===== src/rtl/ceespu_int_ctrl.sv =====
`default_nettype none
// ============================================================================
// Module   : ceespu_int_ctrl
// Purpose  : Interrupt controller for the ceespu core. Latches rising edges of
//            NUM_SRC peripheral lines as pending bits, masks them, selects the
//            highest-priority (lowest index) eligible source and drives the
//            decode stage's I_int / I_int_vector pair until it is acknowledged.
//            After each ack the controller stays quiet for HOLDOFF cycles.
// Macro    : CEESPU_INT_LEVEL_EN - when defined, sources are level-sensitive:
//            pending simply mirrors I_irq one cycle later; ack and software
//            clear have no effect on pending.
// Ports    : I_clk        clock
//            I_rst        synchronous reset, active-high
//            I_irq        raw interrupt lines
//            I_int_ack    decode has taken the interrupt
//            I_mask_we    mask register write strobe
//            I_mask_wdata new mask, 1 = source enabled
//            I_clr_we     software clear strobe for pending bits
//            I_clr_wdata  1 = clear that pending bit
//            O_int        interrupt request to decode
//            O_int_vector index of the requested source
//            O_pending    pending register readback
//            O_mask       mask register readback
//            O_busy       high while in REQ or HOLD
// Revision : 1.0 - initial release
// ============================================================================
module ceespu_int_ctrl #(
  parameter int VEC_W   = 2,
  parameter int NUM_SRC = 4,
  parameter int HOLDOFF = 2
) (
  input  logic               I_clk,
  input  logic               I_rst,
  input  logic [NUM_SRC-1:0] I_irq,
  input  logic               I_int_ack,
  input  logic               I_mask_we,
  input  logic [NUM_SRC-1:0] I_mask_wdata,
  input  logic               I_clr_we,
  input  logic [NUM_SRC-1:0] I_clr_wdata,
  output logic               O_int,
  output logic [VEC_W-1:0]   O_int_vector,
  output logic [NUM_SRC-1:0] O_pending,
  output logic [NUM_SRC-1:0] O_mask,
  output logic               O_busy
);

  localparam logic [1:0] c_ST_IDLE = 2'd0;
  localparam logic [1:0] c_ST_REQ  = 2'd1;
  localparam logic [1:0] c_ST_HOLD = 2'd2;

  // HOLD is entered with HOLDOFF-1 so that exactly HOLDOFF cycles are spent there.
  localparam logic [3:0] c_HOLD_INIT = (HOLDOFF > 0) ? 4'(HOLDOFF - 1) : 4'd0;

  logic [1:0]         r_state, w_state_nxt;
  logic               r_int, w_int_nxt;
  logic [VEC_W-1:0]   r_vec, w_vec_nxt;
  logic               r_busy, w_busy_nxt;
  logic [3:0]         r_cnt, w_cnt_nxt;
  logic [NUM_SRC-1:0] r_mask;
  logic [NUM_SRC-1:0] r_pending;
  logic [NUM_SRC-1:0] w_eligible;
  logic [VEC_W-1:0]   w_sel_idx;
  logic               w_any;
  logic               w_ack_take;

  assign w_eligible = r_pending & r_mask;
  // Ack only counts while a request is outstanding.
  assign w_ack_take = (r_state == c_ST_REQ) & I_int_ack;

  // Fixed priority: scan from the top down so the lowest set index wins.
  always_comb begin
    w_sel_idx = '0;
    w_any     = |w_eligible;
    for (int i = NUM_SRC - 1; i >= 0; i--) begin
      if (w_eligible[i]) w_sel_idx = VEC_W'(i);
    end
  end

  // Mask register
  always_ff @(posedge I_clk) begin
    if (I_rst)          r_mask <= '1;
    else if (I_mask_we) r_mask <= I_mask_wdata;
  end

`ifdef CEESPU_INT_LEVEL_EN
  // Level mode: pending is just the line, registered once.
  always_ff @(posedge I_clk) begin
    if (I_rst) r_pending <= '0;
    else       r_pending <= I_irq;
  end

  logic w_unused;
  assign w_unused = ^{I_clr_we, I_clr_wdata};
`else
  logic [NUM_SRC-1:0] r_irq_q;
  logic [NUM_SRC-1:0] w_rise;
  logic [NUM_SRC-1:0] w_ack_clr;
  logic [NUM_SRC-1:0] w_sw_clr;

  assign w_rise    = I_irq & ~r_irq_q;
  assign w_ack_clr = w_ack_take ? ({{(NUM_SRC-1){1'b0}}, 1'b1} << r_vec) : '0;
  assign w_sw_clr  = I_clr_we ? I_clr_wdata : '0;

  // A new edge always wins over either kind of clear in the same cycle.
  always_ff @(posedge I_clk) begin
    if (I_rst) begin
      r_irq_q   <= '0;
      r_pending <= '0;
    end else begin
      r_irq_q   <= I_irq;
      r_pending <= w_rise | (r_pending & ~w_ack_clr & ~w_sw_clr);
    end
  end
`endif

  // FSM: state and registered outputs
  always_ff @(posedge I_clk) begin
    if (I_rst) begin
      r_state <= c_ST_IDLE;
      r_int   <= 1'b0;
      r_vec   <= '0;
      r_busy  <= 1'b0;
      r_cnt   <= 4'd0;
    end else begin
      r_state <= w_state_nxt;
      r_int   <= w_int_nxt;
      r_vec   <= w_vec_nxt;
      r_busy  <= w_busy_nxt;
      r_cnt   <= w_cnt_nxt;
    end
  end

  // FSM: next state
  always_comb begin
    w_state_nxt = r_state;
    case (r_state)
      c_ST_IDLE: if (w_any) w_state_nxt = c_ST_REQ;
      c_ST_REQ:  if (w_ack_take) w_state_nxt = (HOLDOFF == 0) ? c_ST_IDLE : c_ST_HOLD;
      c_ST_HOLD: if (r_cnt == 4'd0) w_state_nxt = c_ST_IDLE;
      default:   w_state_nxt = c_ST_IDLE;
    endcase
  end

  // FSM: next values of the registered outputs. The vector is captured once
  // in IDLE and never re-arbitrated while the request is up.
  always_comb begin
    w_int_nxt = r_int;
    w_vec_nxt = r_vec;
    w_cnt_nxt = r_cnt;
    case (r_state)
      c_ST_IDLE: begin
        if (w_any) begin
          w_int_nxt = 1'b1;
          w_vec_nxt = w_sel_idx;
        end
      end
      c_ST_REQ: begin
        if (w_ack_take) begin
          w_int_nxt = 1'b0;
          w_cnt_nxt = c_HOLD_INIT;
        end
      end
      c_ST_HOLD: begin
        w_int_nxt = 1'b0;
        if (r_cnt != 4'd0) w_cnt_nxt = r_cnt - 4'd1;
      end
      default: begin
        w_int_nxt = 1'b0;
        w_cnt_nxt = 4'd0;
      end
    endcase
    w_busy_nxt = (w_state_nxt != c_ST_IDLE);
  end

  assign O_int        = r_int;
  assign O_int_vector = r_vec;
  assign O_pending    = r_pending;
  assign O_mask       = r_mask;
  assign O_busy       = r_busy;

endmodule
`default_nettype wire

===== config.mk =====
export PLATFORM = sky130hd
export DESIGN_NAME = ceespu_int_ctrl
export DESIGN_NICKNAME = d
export VERILOG_FILES = /design/src/rtl/ceespu_int_ctrl.sv
export SDC_FILE = /design/constraint.sdc
export NUM_CORES = 1
export LEC_CHECK = 0
export ABC_CLOCK_PERIOD_IN_PS = 3050
export CAP_MARGIN = 40
export CORE_MARGIN = 3
export CORE_UTILIZATION = 39
export CTS_BUF_LIST = sky130_fd_sc_hd__clkbuf_8 sky130_fd_sc_hd__clkbuf_16
export DETAILED_ROUTE_END_ITERATION = 6
export PLACE_DENSITY = 0.76
export SLEW_MARGIN = 20
export SYNTH_ARGS = -nofsm -noshare
export SYNTH_HDL_FRONTEND = slang
export SYNTH_SLANG_ARGS = --single-unit

===== constraint.sdc =====
create_clock -name I_clk -period 3.05 [get_ports I_clk]
set_input_delay 0.61 -clock I_clk [delete_from_list [all_inputs] [get_ports I_clk]]
set_output_delay 0.61 -clock I_clk [all_outputs]
set_load 0.01 [all_outputs]

==> results.toml <==
[cells_and_area]
fin_area_mm2 = 0.00140
multiInputGateArea_um2 = 564
syn_to_final_growth_pct = 35.0
layout_commonest_cell = "clkdlybuf4s50_1"
final_cell_mix = "28 x clkdlybuf4s50_1, 22 x dfxtp_1, 16 x nand2_1"
seqCellArea_um2 = 440
num-fill-cells = 219
fin_nets = 167
n_antenna_cell = 0
drive_above_1_share_pct = 8.39

[power_and_ir_drop]
vdd_drop_max_mv = 0.385
switching_power_uw = 206
p_clk_share_pct = 27.9
powerDensity_mw_per_mm2 = 528
intPower_uw = 536
p_comb_share_pct = 26.7
seqPwrFrac_pct = 45.4
p_leak_nw = 0.556
swShare_pct = 27.7

[worst_setup_path]
path_cells = "clkdlybuf4s50_1 -> clkinv_1 -> a41o_1"
worstSetupPathType = "in2reg"
worst_ep_required_time_ns = 3.21
crit_slowest_cell = "clkdlybuf4s50_1"
regToRegSetupSlack_ns = 1.31
r2r_cells = 6
cp_max_fo = 14
worstPathArrival_ns = 2.11
worst_setup_path_end_kind = "flip-flop"
cp-start-kind = "input pin"
cpPeakStageDelay_ns = 0.80

[synthesis]
async_flop_share_pct = 0
synth_cell_types = 35
yosys_warnings = 0
syn_nets = 136
synth_flop_cell = "dfxtp_1"
yosysSeqAreaShare_pct = 42.4
syn_inst = 113
ys_seq_elements = 22
synth_area_mm2 = 0.00104
synth_area_per_cell_um2 = 9.20
synth_edf_count = 0

[drt]
ant_nets = 0
drt_iter0_markers = 10
vias = 898
post_drt_wl_per_cell_um = 13.0
routed_wl_mm = 2.25
drcViolationCount = 0
vias_per_cell = 5.19
firstDrtPassIters = 4

[placed_design]
dp_worst_setup_slack_ns = 0.798
port_buffers = 28
place_area_mm2 = 0.00135
place_congestion = 0.737
place_hpwl_mm = 1.78

[grt]
grt_pass1_wl_mm = 3.86
grt.overflow.total = 0
grt_max_degree = 15
grt_pass1_vias = 885
grt_use_total_pct = 14.9
grt_antenna_before_repair = 0

[floorplan]
ios = 29
dieArea_mm2 = 0.00332
die_x_um = 57.6
num_rows = 18
coreArea_mm2 = 0.00250
die_h_um = 57.6
initial_core_util_pct = 41.6

[cts]
cts_tree = "yes"
cts_made_buffers = 3
clock_path_buffers = 2
clk_pin_slew_ns = 0.08
clockRootBuffer = "clkbuf_8"
cts_resized = 0
post-cts-setup-buffer-count = 0
cts.sinks = 22
h-tree-depth = 1
hold_buffers = 0
insertion_delay_ns = 0.26

[sta]
finalMaxSlewViolations = 0
hold_viol_final = 0
timing.final.crit_period_ns = 1.96
fin_tns_setup_ns = 0
worstMarginPinSlew_ns = 0.524
setup_viol = 0
relSlewSlack_pct = 64.9
skew_ns = 0.00601
worst_slack_ns = 1.09
rsz0062_at_grt = "false"
fmax_ghz = 0.511
fin_crit_sh_pct = 64.1

[flow_run]
drv_cap = 0

[worst_hold_path]
whs_path_depth = 1
worstHoldPathType = "reg2reg"

[status]
status = "finished clean"
-- area by class of cell --
| type | instances | share of cell area [%] |
|---|---|---|
| Clock buffer | 4 | 3.92 |
| Inverter | 7 | 1.87 |
| Multi-Input combinational cell | 82 | 40.2 |
| Sequential cell | 22 | 31.4 |
| Tap cell | 30 | 2.67 |
| Timing Repair Buffer | 28 | 20.0 |
-- synthesized netlist by cell type (2+ instances only) --
cell	instances	area [um2]
a211o_1	2	17.5
a21oi_1	6	30.0
a22o_1	2	17.5
a41o_1	3	30.0
dfxtp_1	22	440
ha_1	6	75.1
inv_1	6	22.5
mux2i_1	5	50.1
nand2_1	16	60.1
nand3_1	2	10.0
nor2_1	8	30.0
nor2b_1	7	43.8
nor3_1	3	15.0
o21ai_0	4	20.0
-- power by group through the flow --
stage	logic, mW	registers [mW]	clock network, mW
finish	0.198	0.337	0.207
global route	0.216	0.342	0.223
CTS	0.199	0.337	0.210
detailed placement	0.197	0.343	0
global placement	0.194	0.343	0
floorplan	0.110	0.347	0
-- sequential cells by signal, summed over array words and instances (netlist names) --
register / count
O_int: 1
O_busy: 1
r_cnt: 4
O_pending: 4
O_mask: 4
O_int_vector: 2
r_state: 2
r_irq_q: 4
-- per-layer routing --
layer	up-vias	GRT usage, %	share of wire (%)
li1	462	-	-
met4	0	5.96	1.6
met1	401	18.7	45
met3	5	3.12	5.8
met5	-	0	0
met2	30	24.8	47
-- worst paths after layout --
check / startpoint / endpoint
setup / recovery: I_rst / O_pending[0]
hold / removal: r_irq_q[1] / O_pending[1]
setup reg to reg: r_state[1] / r_cnt[0]
hold reg to reg: r_irq_q[1] / O_pending[1]
-- worst max-delay path: cells and delay by family --
| family | cells | cell delay, ns |
|---|---|---|
| buf+inv | 2 | 1.19 |
| compound gates | 1 | 0.31 |
-- cells by family (layout without fill, tap and decap cells) --
kind of cell             Yosys count  after routing  share of synthesized area [%]
adder cells (fa/ha/maj)            6              6                           7.22
AO/OA/AOI/OAI                     25             25                           18.7
buffers and inverters              9             39                           3.37
AND/OR/NAND/NOR                   45             45                           22.5
multiplexers                       6              6                           5.90
flip-flops                        22             22                           42.4
-- through the flow --
| step | std cells | utilization, % | hold slack, ns | power, mW |
|---|---|---|---|---|
| final | 173 | 56.2 | 0.429 | 0.741 |
| after global routing | 173 | 56.2 | 0.426 | 0.780 |
| after CTS | 173 | 56.2 | 0.424 | 0.746 |
| after detailed placement | 169 | 54.0 | 0.413 | 0.541 |
| after global placement | 169 | 54.0 | 0.406 | 0.537 |
| after floorplan | 113 | - | 0.399 | 0.457 |
(Power assumes the default switching activity.)
